### src/rtl/fb_arbiter_pkg.sv
// Shared defaults and types for the frame-buffer arbiter.
// Bank-state enum is only exercised when FB_DOUBLE_BUFFER_EN is defined.
package fb_arbiter_pkg;

  localparam int FB_ADDR_W       = 20;
  localparam int FB_DATA_W       = 8;
  localparam int FB_FIFO_DEPTH   = 4;
  localparam int FB_FRAME_PIXELS = 307200;

  typedef enum logic {
    FILL,
    WAIT_SWAP
  } bank_state_e;

  typedef enum logic [1:0] {
    GNT_IDLE,
    GNT_READ,
    GNT_WRITE
  } grant_e;

endpackage

### src/rtl/fb_wr_fifo.sv
// Camera write FIFO: registered storage, no push-to-pop bypass.
// Pointers carry one extra bit so full and empty can be told apart.
module fb_wr_fifo #(
  parameter int W     = 28,
  parameter int DEPTH = 4
) (
  input  logic         clk,
  input  logic         reset,
  input  logic         push,
  input  logic [W-1:0] din,
  input  logic         pop,
  output logic [W-1:0] dout,
  output logic         full,
  output logic         empty
);

  localparam int PW = $clog2(DEPTH);

  logic [PW:0]  wr_ptr;
  logic [PW:0]  rd_ptr;
  logic [W-1:0] store [DEPTH];
  logic         do_push;
  logic         do_pop;

  assign empty = (wr_ptr == rd_ptr);
  assign full  = (wr_ptr[PW] != rd_ptr[PW]) &&
                 (wr_ptr[PW-1:0] == rd_ptr[PW-1:0]);

  // a push into a full FIFO is legal only when the head leaves this cycle
  assign do_pop  = pop && !empty;
  assign do_push = push && (!full || do_pop);

  always_ff @(posedge clk or posedge reset) begin
    if (reset) begin
      wr_ptr <= '0;
      rd_ptr <= '0;
    end else begin
      if (do_push) wr_ptr <= wr_ptr + 1'b1;
      if (do_pop)  rd_ptr <= rd_ptr + 1'b1;
    end
  end

  always_ff @(posedge clk) begin
    if (do_push) store[wr_ptr[PW-1:0]] <= din;
  end

  assign dout = store[rd_ptr[PW-1:0]];

endmodule

### src/rtl/fb_arbiter.sv
// Single-port frame memory arbiter: VGA reads beat camera writes.
// Define FB_DOUBLE_BUFFER_EN for a two-bank front/back frame buffer.
module fb_arbiter
  import fb_arbiter_pkg::*;
#(
  parameter int ADDR_W       = FB_ADDR_W,
  parameter int DATA_W       = FB_DATA_W,
  parameter int FIFO_DEPTH   = FB_FIFO_DEPTH,
  parameter int FRAME_PIXELS = FB_FRAME_PIXELS
) (
  input  logic              clk,
  input  logic              reset,
  input  logic              cam_we,
  input  logic [ADDR_W-1:0] cam_addr,
  input  logic [DATA_W-1:0] cam_data,
  input  logic              cam_vsync,
  input  logic              vga_re,
  input  logic [ADDR_W-1:0] vga_addr,
  input  logic              vga_vsync,
  output logic [DATA_W-1:0] vga_data,
  output logic              vga_valid,
  output logic              mem_en,
  output logic              mem_we,
`ifdef FB_DOUBLE_BUFFER_EN
  output logic [ADDR_W:0]   mem_addr,
`else
  output logic [ADDR_W-1:0] mem_addr,
`endif
  output logic [DATA_W-1:0] mem_wdata,
  input  logic [DATA_W-1:0] mem_rdata,
  output logic              wr_overflow
);

  localparam logic [ADDR_W-1:0] FRAME_LIM = ADDR_W'(FRAME_PIXELS);
  localparam int MEM_AW = $bits(mem_addr);

  logic                     cam_ok;
  logic                     vga_ok;
  logic                     fifo_push;
  logic                     fifo_pop;
  logic                     fifo_full;
  logic                     fifo_empty;
  logic [ADDR_W+DATA_W-1:0] fifo_dout;
  logic [ADDR_W-1:0]        head_addr;
  logic [DATA_W-1:0]        head_data;
  logic                     ovf_set;
  logic [MEM_AW-1:0]        rd_cmd_addr;
  logic [MEM_AW-1:0]        wr_cmd_addr;
  grant_e                   grant;

  logic rd_p1;
  logic rd_p1_ok;
  logic rd_p2;
  logic rd_p2_ok;

  assign cam_ok = (cam_addr < FRAME_LIM);
  assign vga_ok = (vga_addr < FRAME_LIM);

  assign {head_addr, head_data} = fifo_dout;

  always_comb begin
    grant = GNT_IDLE;
    unique case (1'b1)
      vga_re:                 grant = GNT_READ;
      !vga_re && !fifo_empty: grant = GNT_WRITE;
      default:                grant = GNT_IDLE;
    endcase
  end

  assign fifo_pop  = (grant == GNT_WRITE);
  assign fifo_push = cam_we && cam_ok && (!fifo_full || fifo_pop);
  assign ovf_set   = cam_we && cam_ok && fifo_full && !fifo_pop;

  fb_wr_fifo #(
    .W     (ADDR_W + DATA_W),
    .DEPTH (FIFO_DEPTH)
  ) u_wr_fifo (
    .clk   (clk),
    .reset (reset),
    .push  (fifo_push),
    .din   ({cam_addr, cam_data}),
    .pop   (fifo_pop),
    .dout  (fifo_dout),
    .full  (fifo_full),
    .empty (fifo_empty)
  );

`ifdef FB_DOUBLE_BUFFER_EN
  bank_state_e state_q;
  bank_state_e state_d;
  logic        front_q;
  logic        front_d;
  logic        cam_vs_q;
  logic        vga_vs_q;
  logic        cam_rise;
  logic        vga_rise;

  assign cam_rise = cam_vsync && !cam_vs_q;
  assign vga_rise = vga_vsync && !vga_vs_q;

  always_ff @(posedge clk or posedge reset) begin
    if (reset) begin
      state_q  <= FILL;
      front_q  <= 1'b0;
      cam_vs_q <= 1'b0;
      vga_vs_q <= 1'b0;
    end else begin
      state_q  <= state_d;
      front_q  <= front_d;
      cam_vs_q <= cam_vsync;
      vga_vs_q <= vga_vsync;
    end
  end

  // a swap only happens once every buffered pixel has left for the back bank
  always_comb begin
    state_d = state_q;
    front_d = front_q;
    unique case (state_q)
      FILL: begin
        if (cam_rise) state_d = WAIT_SWAP;
      end
      WAIT_SWAP: begin
        if (vga_rise && fifo_empty) begin
          front_d = !front_q;
          state_d = FILL;
        end
      end
      default: state_d = FILL;
    endcase
  end

  assign rd_cmd_addr = {front_q, vga_addr};
  assign wr_cmd_addr = {!front_q, head_addr};
`else
  logic unused_vsync;

  assign unused_vsync = cam_vsync ^ vga_vsync;
  assign rd_cmd_addr  = vga_addr;
  assign wr_cmd_addr  = head_addr;
`endif

  always_ff @(posedge clk or posedge reset) begin
    if (reset) begin
      mem_en    <= 1'b0;
      mem_we    <= 1'b0;
      mem_addr  <= '0;
      mem_wdata <= '0;
    end else begin
      mem_en <= 1'b0;
      mem_we <= 1'b0;
      unique case (grant)
        GNT_READ: begin
          if (vga_ok) begin
            mem_en   <= 1'b1;
            mem_addr <= rd_cmd_addr;
          end
        end
        GNT_WRITE: begin
          mem_en    <= 1'b1;
          mem_we    <= 1'b1;
          mem_addr  <= wr_cmd_addr;
          mem_wdata <= head_data;
        end
        default: ;
      endcase
    end
  end

  // out-of-frame reads ride the same pipe so latency stays fixed
  always_ff @(posedge clk or posedge reset) begin
    if (reset) begin
      rd_p1     <= 1'b0;
      rd_p1_ok  <= 1'b0;
      rd_p2     <= 1'b0;
      rd_p2_ok  <= 1'b0;
      vga_valid <= 1'b0;
      vga_data  <= '0;
    end else begin
      rd_p1     <= vga_re;
      rd_p1_ok  <= vga_ok;
      rd_p2     <= rd_p1;
      rd_p2_ok  <= rd_p1_ok;
      vga_valid <= rd_p2;
      vga_data  <= (rd_p2 && rd_p2_ok) ? mem_rdata : '0;
    end
  end

  always_ff @(posedge clk or posedge reset) begin
    if (reset) begin
      wr_overflow <= 1'b0;
    end else if (ovf_set) begin
      wr_overflow <= 1'b1;
    end
  end

endmodule

### config.mk
export PLATFORM = sky130hd
export DESIGN_NAME = fb_arbiter
export DESIGN_NICKNAME = d
export VERILOG_FILES = /design/src/rtl/fb_arbiter_pkg.sv /design/src/rtl/fb_wr_fifo.sv /design/src/rtl/fb_arbiter.sv
export SDC_FILE = /design/constraint.sdc
export NUM_CORES = 1
export LEC_CHECK = 0
export ABC_AREA = 1
export BUFFER_PORTS_ARGS = -buffer_cell sky130_fd_sc_hd__buf_2
export CORE_MARGIN = 3
export CORE_UTILIZATION = 29
export CTS_CLUSTER_SIZE = 30
export DETAILED_ROUTE_END_ITERATION = 10
export GPL_TIMING_DRIVEN = 0
export PLACE_DENSITY = 0.51
export SLEW_MARGIN = 20
export SYNTH_ARGS = -nofsm -noshare
export SYNTH_HDL_FRONTEND = slang
export SYNTH_SLANG_ARGS = --single-unit
### constraint.sdc
create_clock -name clk -period 4.52 [get_ports clk]
set_input_delay 0.904 -clock clk [delete_from_list [all_inputs] [get_ports clk]]
set_output_delay 0.904 -clock clk [all_outputs]
set_load 0.1 [all_outputs]
==> results of run 1 <==
layer usage:
| metal | vias to the layer above | wire, um |
|---|---|---|
| met1 | 2195 | 7670 |
| li1 | 2439 | - |
| met3 | 16 | 878 |
| met4 | 2 | 202 |
| met2 | 120 | 8270 |
| met5 | - | 7 |
per-stage QoR:
stage / worst slack (ns) / hold slack [ns] / area, um2 / total power (uW) / setup TNS [ns]
after floorplan: 1.49 / 0.331 / 6950 / 3940 / 0
after global placement: -0.0898 / 0.332 / 7850 / 4570 / -3.60
after detailed placement: 1.43 / 0.341 / 7970 / 4610 / 0
after CTS: 1.87 / 0.355 / 8530 / 5980 / 0
after global routing: 1.75 / 0.362 / 8530 / 6260 / 0
final: 1.90 / 0.351 / 8530 / 5920 / 0
Yosys cell counts (6+ instances only):
cell      number
dfrtp_1       50
nand2_1      226
nor2_1        34
buf_2         13
o22ai_1        9
o21ai_0       19
edfxtp_1     112
nand3_1       77
inv_1        100
buf_6          7
buf_4          6
critical path: stages:
cell and delay, ns:
buf_2 0.13, nand2_1 0.07, nand2_1 0.05, nand2_1 0.07, nand2_1 0.05, nand2_1 0.18
nand3_1 0.44, nor2_4 0.61, buf_16 0.23
registers in the layout (all words and copies together) (netlist names):
name,count
mem_wdata,8
u_wr_fifo.rd_ptr,3
rd_p2_ok,1
mem_we,1
vga_valid,1
wr_overflow,1
mem_addr,20
rd_p2,1
vga_data,8
mem_en,1
rd_p1_ok,1
u_wr_fifo.store,112
u_wr_fifo.wr_ptr,3
rd_p1,1
cell type report:
class	instances	share of cell area [%]
Sequential cell	162	54.1
Multi-Input combinational cell	387	20.5
Timing Repair Buffer	103	6.92
Clock buffer	18	5.03
Tap cell	319	4.68
Inverter	103	4.56
Buffer	32	2.67
Clock inverter	14	1.52
Antenna cell	1	0.0293
power by group:
| group | switching [uW] | internal, uW |
|---|---|---|
| clock network | 598 | 765 |
| logic | 2020 | 590 |
| registers | 128 | 1820 |
| total | 2740 | 3180 |
worst paths after layout:
path / cells past startpoint / endpoint / from / slack [ns]
max: 9 / u_wr_fifo.store[3][16] / cam_addr[13] / 1.90
min: 0 / rd_p2_ok / rd_p1_ok / 0.35
max reg2reg: 7 / u_wr_fifo.store[3][16] / u_wr_fifo.wr_ptr[1] / 2.05
min reg2reg: 0 / rd_p2_ok / rd_p1_ok / 0.35
max in group asynchronous: 2 / mem_addr[7] / reset / 3.51
min in group asynchronous: 2 / mem_we / reset / 0.57
logic make-up (layout without fill, tap and decap cells):
kind of cell	after synthesis	count (layout)	synth area share (%)
AND/OR/NAND/NOR	350	350	21.3
XOR/XNOR	2	2	0.252
other	0	1	0
AO/OA/AOI/OAI	30	30	2.36
adder cells (fa/ha/maj)	5	5	0.900
buffers and inverters	135	270	8.84
flip-flops	162	162	66.4
==> summary.md, run 1 <==
| Metric | Value |
|---|---|
| Multi-input logic area | 1750 um2 |
| Met2 Usage GRT | 23.1% |
| Initial antenna violation count | 2 |
| # resized after CTS | 0 |
| CTS Hold Buffers Added | 0 |
| Ports | 102 |
| Startpoint types | primary input |
| Number of flops mapped to enable cells by yosys | 112 |
| Mapped Cells | 684 |
| Area of the core | 23500 um2 |
| Worst Setup End Kind | flop |
| CTS root buffer | clkbuf_16 |
| Cell variety after synth | 24 |
| Antenna Nets Post-Route | 0 |
| Most common cell after layout, fill and taps aside | nand2_1 |
| Register area share after synthesis | 66.4% |
| Arrival time worst endpoint | 2.75 ns |
| Cell area after synthesis | 6950 um2 |
| Pin count of the biggest net entering global routing | 51 |
| Final min period | 2.62 ns |
| Met1 GRT Util | 17.9% |
| TritonCTS clock tree | done |
| DR vias | 4772 |
| Via density | 4.19 |
| Mapped Nets | 751 |
| Syn-to-layout area delta | 22.8% |
| DR WL/cell | 14.9 um |
| Worst Setup Path Type | in -> reg |
| FMAX | 381 MHz |
| Area leader, netlist | edfxtp_1 |
| Top cells by area, synth | edfxtp_1 48%, dfrtp_1 18%, nand2_1 12% |
| Final Net Count | 873 |
| Share of cells above drive strength 1 | 21.7% |
| Placed cells | 1106 |
| RD Place Congestion | 0.752 |
| I/O Buffers | 99 |
| Register Area | 4610 um2 |
| Pre-antenna DRT Iters | 4 |
| DRT Wirelength | 17.0 mm |
| Leak Pwr | 0.00401 uW |
| Clock latency on the worst-skew pair | 0.42 ns |
| Overall global routing resource usage | 13.7% |
| Async SR Flop Fraction | 30.9% |
| Mapped Avg Cell Area | 10.2 um2 |
| Outcome | completed |
| H-tree levels | 4 |
| Finished Layout Cells | 1139 |
| Post-CTS setup repair buffer count | 0 |
| Leading register cell type out of synthesis | edfxtp_1 |
| GRT Residual Overflow | 0 |
| Clock skew | 0.00809 ns |
| Slew @ Worst Pin | 0.643 ns |
| Max FO, Critical Path | 15 |
| Hold crit path type | reg -> reg |
| Slew headroom | 57.2% |
| Die Y | 161 um |
| Final Core Density | 36.3% |
| Clk sinks | 162 |
| Die width | 161 um |
| Cell Rows | 56 |
| Yosys reg bits | 162 |
| Pwr Density | 693 nW/um2 |
| Number of global-route vias before repair | 4811 |
| Clk slew on worst S/H paths | 0.06 ns |
| Synth Warn # | 0 |
| Fillers | 2437 |
| Drc violations | 0 |
| Final HPWL DP | 11.7 mm |
| Worst vdd ir | 294 uV |
| Final Slew Violations | 0 |
| Met3 GRT Util | 2.99% |
| Critical Path RT | 4.65 ns |
| First-pass GRT wire length | 27.1 mm |
| Initial Util | 29.5% |
| Final hold viol count | 0 |
| Setup-failing EPs final | 0 |
| Period utilization | 58.0% |
| Layer with the highest usage | met2 |
| CTS Buffer Depth | 2 |
| Initial drt markers | 288 |
| RSZ-0062 raised after global routing | no |
| CTS Buf Count | 17 |
| Die ar. | 25900 um2 |
| Max Cap Viol | 0 |
| Most frequent cells in the layout | 226 x nand2_1, 112 x buf_2, 112 x edfxtp_1 |
| Share of the synthesized area in the top cell type | 48.4% |
Power figures use the tool's default switching activity.
==> run 2, diff against run 1 <==
--- a/config.mk
+++ b/config.mk
@@ -12,7 +12,7 @@
 export CTS_CLUSTER_SIZE = 30
 export DETAILED_ROUTE_END_ITERATION = 10
 export GPL_TIMING_DRIVEN = 0
-export PLACE_DENSITY = 0.51
+export PLACE_DENSITY = 0.53
 export SLEW_MARGIN = 20
 export SYNTH_ARGS = -nofsm -noshare
 export SYNTH_HDL_FRONTEND = slang
==> constraint.sdc (replaced) <==
create_clock -name clk -period 2.3 [get_ports clk]
set_input_delay 0.46 -clock clk [delete_from_list [all_inputs] [get_ports clk]]
set_output_delay 0.46 -clock clk [all_outputs]
set_load 0.1 [all_outputs]
==> run 2 against run 1 <==
Net effect:
- sequential share of layout area shrank 1.1 points
- routed wire length shrank 2.1%
- critical endpoint is now u_wr_fifo.store[0][14]
- clock skew grew 0.0023 ns
- register-to-register slack lost 1.8 ns
- design area grew 2.1%
- setup slack lost 1.6 ns
- via count grew 0.44%
- clock power grew 120%
- power grew 100%
- non-clock buffer count grew 4
- first-iteration DRC count grew 17%
==> summary.md, run 2 (synthesis gave the netlist of run 1 again) <==
| Metric | Value |
|---|---|
| Ports | 102 |
| I/O Buffers | 99 |
| Syn-to-layout area delta | 25.3% |
| GRT Residual Overflow | 0 |
| Period utilization | 88.9% |
| Die ar. | 25900 um2 |
| First-pass GRT wire length | 26.2 mm |
| Final Net Count | 877 |
| Final Slew Violations | 0 |
| Outcome | completed |
| CTS Buffer Depth | 2 |
| Clk sinks | 162 |
| Startpoint types | flop |
| Final min period | 2.04 ns |
| Die Y | 161 um |
| Arrival time worst endpoint | 2.17 ns |
| Initial Util | 29.5% |
| Via density | 4.20 |
| FMAX | 489 MHz |
| H-tree levels | 4 |
| Register Area | 4610 um2 |
| R2R depth | 7 |
| Share of cells above drive strength 1 | 22.1% |
| Max Cap Viol | 0 |
| N_diodes | 0 |
| Drc violations | 0 |
| Hold crit path type | in -> async |
| DRT Wirelength | 16.7 mm |
| Final HPWL DP | 11.8 mm |
| Multi-input logic area | 1760 um2 |
| Pre-antenna DRT Iters | 4 |
| Antenna Nets Post-Route | 0 |
| Slew @ Worst Pin | 0.643 ns |
| Number of global-route vias before repair | 4644 |
| Worst vdd ir | 645 uV |
| RSZ-0062 raised after global routing | no |
| Max FFs per register | 112 |
| Leak Pwr | 0.00408 uW |
| Overall global routing resource usage | 13.3% |
| End point of the critical path | u_wr_fifo.store[0][14] |
| Critical Path RT | 2.42 ns |
| Clock skew | 0.0104 ns |
| CTS root buffer | clkbuf_16 |
| Pin count of the biggest net entering global routing | 51 |
| Slew headroom | 57.1% |
| Total power | 12000 uW |
| Most frequent cells in the layout | 226 x nand2_1, 112 x buf_2, 112 x edfxtp_1 |
| DR WL/cell | 14.6 um |
| RD Place Congestion | 0.778 |
| Final hold viol count | 0 |
| Initial drt markers | 337 |
| Final Core Density | 37.0% |
| Hold_ws | 0.121 ns |
| Cell Rows | 56 |
| Area of the core | 23500 um2 |
| Worst Setup Path Type | reg -> reg |
| Fillers | 2416 |
| Worst R2R Start | u_wr_fifo.wr_ptr[0] |
| RR Endpoint | u_wr_fifo.store[0][14] |
| Die width | 161 um |
| Setup crit start | u_wr_fifo.wr_ptr[0] |
| TritonCTS clock tree | done |
| Initial antenna violation count | 3 |
| Worst reg-to-reg setup slack | 0.26 ns |
| Clk slew on worst S/H paths | 0.06 ns |
| Most common cell after layout, fill and taps aside | nand2_1 |
| Setup-failing EPs final | 0 |
| CTS Buf Count | 17 |
| Pwr Density | 1370 nW/um2 |
| Worst Setup End Kind | flop |
| Max FO, Critical Path | 17 |
| Clock latency on the worst-skew pair | 0.42 ns |
| DR vias | 4793 |
run 2: cell count changes in the layout (fill, tap and decap cells not counted), sizes merged:
cell    before  now
buf        130  134
bufinv       1    5
diode        1    0
clkinv       5    4
inv        108  104
run 2: worst min path at each step:
stage	cells after the start	slack, ns	to
after detailed placement	0	0.34	rd_p2_ok
after global routing	2	0.18	mem_wdata[4]
final	2	0.12	mem_wdata[5]
after CTS	2	0.15	mem_wdata[5]
after global placement	0	0.33	rd_p2_ok
after floorplan	0	0.33	rd_p2
run 2: cell type report:
class / instances / area share (%)
buffer: 32 / 2.61
clock buffer: 18 / 4.93
sequential: 162 / 53.0
timing repair buffer: 107 / 7.87
tap: 319 / 4.58
clock inverter: 13 / 2.41
multi-input combinational: 387 / 20.2
inverter: 103 / 4.47
run 2: report_power, final:
group	internal [uW]	switching (uW)
Sequential	3580	261
Clock	1920	1100
Combinational	1190	3910
Total	6690	5270
run 2: critical path, cell delays in order (launching register included):
cell	delay [ns]
dfrtp_1	0.43
inv_1	0.12
nand2_1	0.10
nand2_2	0.07
nand3_1	0.21
nand3_2	0.31
nor2_4	0.30
buf_16	0.20
run 2: routing by layer:
metal / GRT usage [%] / wire length [um]
met1: 17.4 / 7460
met2: 21.6 / 7970
met4: 4.65 / 279
met5: 0 / 34
met3: 3.43 / 939
run 2: what timing repair did:
action / 4_1_cts / 5_1_grt
hold buffers: 0 / 0
resized for setup: 0 / 1
buffers inserted: 4 / 0
pin swaps: 4 / 0
endpoints found under the setup margin: 93 / 112
run 2: per-stage QoR:
step                setup slack (ns)  TNS [ns]  instance area [um2]  std cells
floorplan                     -0.303    -33.90                 6950        684
global placement               -1.74   -199.38                 7850       1102
detailed placement            -0.319    -23.90                 7990       1106
CTS                           0.0562         0                 8710       1141
global route                  0.0974         0                 8710       1141
finish                         0.256         0                 8710       1141
==> run 3, diff against run 2 <==
--- a/config.mk
+++ b/config.mk
@@ -7,12 +7,11 @@
 export LEC_CHECK = 0
 export ABC_AREA = 1
 export BUFFER_PORTS_ARGS = -buffer_cell sky130_fd_sc_hd__buf_2
-export CORE_MARGIN = 3
 export CORE_UTILIZATION = 29
 export CTS_CLUSTER_SIZE = 30
 export DETAILED_ROUTE_END_ITERATION = 10
 export GPL_TIMING_DRIVEN = 0
-export PLACE_DENSITY = 0.53
+export PLACE_DENSITY_LB_ADDON = 0.05
 export SLEW_MARGIN = 20
 export SYNTH_ARGS = -nofsm -noshare
 export SYNTH_HDL_FRONTEND = slang
==> run 3 against run 2 <==
Net effect:
- hold slack improved by 0.020 ns
- clock skew down 0.00093 ns
- sequential share of layout area is 0.25 points higher
- core utilization is 0.065 points lower
- critical path depth stayed put
- highest routed layer unchanged
- sequential cell count is the same
- global-route usage rose by 2.4 points
==> summary.md, run 3 (synthesis gave the netlist of run 1 again) <==
| Metric | Value |
|---|---|
| Final Net Count | 878 |
| Clock skew | 0.00943 ns |
| Dpl ws | -0.467 ns |
| Arrival time worst endpoint | 2.13 ns |
| Die width | 157 um |
| Total power | 12000 uW |
| First-pass GRT wire length | 28.0 mm |
| Final min period | 2.01 ns |
| Area of the core | 23500 um2 |
| DR WL/cell | 15.6 um |
| Ports | 102 |
| Initial Util | 29.6% |
| Clk sinks | 162 |
| Design area | 8670 um2 |
| Hold crit path type | in -> async |
| Worst reg-to-reg setup slack | 0.29 ns |
| Placed cell areas | 7970 um2 |
| GRT Residual Overflow | 0 |
| Setup crit start | u_wr_fifo.wr_ptr[1] |
| RR Endpoint | u_wr_fifo.store[3][9] |
| Via density | 4.25 |
| Die ar. | 24600 um2 |
| Max FFs per register | 112 |
| RD Place Congestion | 0.775 |
| Max Cap Viol | 0 |
| Number of global-route vias before repair | 4978 |
| Overall global routing resource usage | 15.7% |
| DR vias | 4864 |
| Final Core Density | 36.9% |
| Fillers | 2335 |
| Final HPWL DP | 12.1 mm |
| Multi-input logic area | 1760 um2 |
| Worst Setup End Kind | flop |
| Clk slew on worst S/H paths | 0.07 ns |
| Pre-antenna DRT Iters | 4 |
| RSZ-0062 raised after global routing | no |
| Post-route worst setup slack | 0.289 ns |
| Initial drt markers | 212 |
| Initial antenna violation count | 2 |
| End point of the critical path | u_wr_fifo.store[3][9] |
| Critical Path RT | 2.42 ns |
| Syn-to-layout area delta | 24.8% |
| I/O Buffers | 99 |
| Register Area | 4610 um2 |
| Pin count of the biggest net entering global routing | 51 |
| Final hold viol count | 0 |
| Finished Layout Cells | 1145 |
| Slew headroom | 54.6% |
| Most common cell after layout, fill and taps aside | nand2_1 |
| Worst R2R Start | u_wr_fifo.wr_ptr[1] |
| TritonCTS clock tree | done |
| Slew @ Worst Pin | 0.682 ns |
| Outcome | completed |
| Share of cells above drive strength 1 | 22.5% |
| Setup-failing EPs final | 0 |
| Antenna Nets Post-Route | 0 |
| Pwr Density | 1380 nW/um2 |
| R2R depth | 7 |
| Most frequent cells in the layout | 226 x nand2_1, 112 x buf_2, 112 x edfxtp_1 |
| Cell Rows | 56 |
| Drc violations | 0 |
| Seq pwr share | 31.8% |
| Placed cells | 1106 |
| Int Power | 6500 uW |
| Period utilization | 87.4% |
| Sw Ratio | 45.7% |
| Worst vdd ir | 516 uV |
| Clock latency on the worst-skew pair | 0.43 ns |
| H-tree levels | 4 |
| Combinational power share | 43.3% |
| Max FO, Critical Path | 19 |
| Leak Pwr | 0.00408 uW |
| FMAX | 497 MHz |
| Net switching power | 5460 uW |
| CTS Buf Count | 17 |
| Worst Setup Path Type | reg -> reg |
| Die Y | 157 um |
| Startpoint types | flop |
| CTS root buffer | clkbuf_16 |
| CTS Buffer Depth | 2 |
| DRT Wirelength | 17.9 mm |
| Final Slew Violations | 0 |
| Clock share of power | 24.9% |
run 3: final cells by class:
type / count / area share (%)
Antenna cell: 2 / 0.0577
Tap cell: 319 / 4.60
Multi-Input combinational cell: 387 / 20.3
Inverter: 103 / 4.49
Buffer: 32 / 2.63
Timing Repair Buffer: 108 / 7.59
Clock inverter: 15 / 2.25
Sequential cell: 162 / 53.2
Clock buffer: 17 / 4.91
run 3: power by group through the flow:
stage / sequential, uW / clock (uW) / combinational [uW]
5_1_grt: 3860 / 3190 / 5640
3_5_place_dp: 3870 / 0 / 5240
6_report: 3800 / 2980 / 5180
2_1_floorplan: 5740 / 0 / 2000
3_3_place_gp: 3870 / 0 / 5150
4_1_cts: 3810 / 3070 / 5280
run 3: how the worst min path moves through the flow:
stage | start | end | slack (ns)
2_1_floorplan | rd_p1 | rd_p2 | 0.33
3_3_place_gp | rd_p1_ok | rd_p2_ok | 0.34
3_5_place_dp | rd_p1 | rd_p2 | 0.34
4_1_cts | reset | vga_data[3] | 0.16
5_1_grt | vga_re | rd_p1 | 0.16
6_report | reset | mem_wdata[4] | 0.14
run 3: stage by stage:
| step | setup TNS, ns | hold slack (ns) |
|---|---|---|
| 2_1_floorplan | -33.90 | 0.331 |
| 3_3_place_gp | -241.57 | 0.336 |
| 3_5_place_dp | -38.05 | 0.336 |
| 4_1_cts | 0 | 0.156 |
| 5_1_grt | 0 | 0.165 |
| 6_report | 0 | 0.141 |
run 3: critical path, stage by stage, from the launching register on:
cell	delay, ns
dfrtp_1	0.43
inv_1	0.11
nand2_1	0.07
nand2_1	0.09
nand3_1	0.23
nand3_2	0.29
nor2_4	0.26
buf_12	0.20
run 3: repair_timing:
item	in CTS	in global routing
pin swaps	4	0
hold buffers	0	0
gates resized for setup	0	1
setup buffers	5	0
setup endpoints to repair	91	84
run 3: layer usage:
| metal | global-route usage, % | up-vias | part of all wire, % |
|---|---|---|---|
| met4 | 4.76 | 2 | 1.0 |
| met2 | 25.9 | 122 | 47 |
| met3 | 3.68 | 18 | 5.3 |
| li1 | - | 2441 | - |
| met1 | 20.3 | 2281 | 46 |
| met5 | 0 | - | 0.073 |
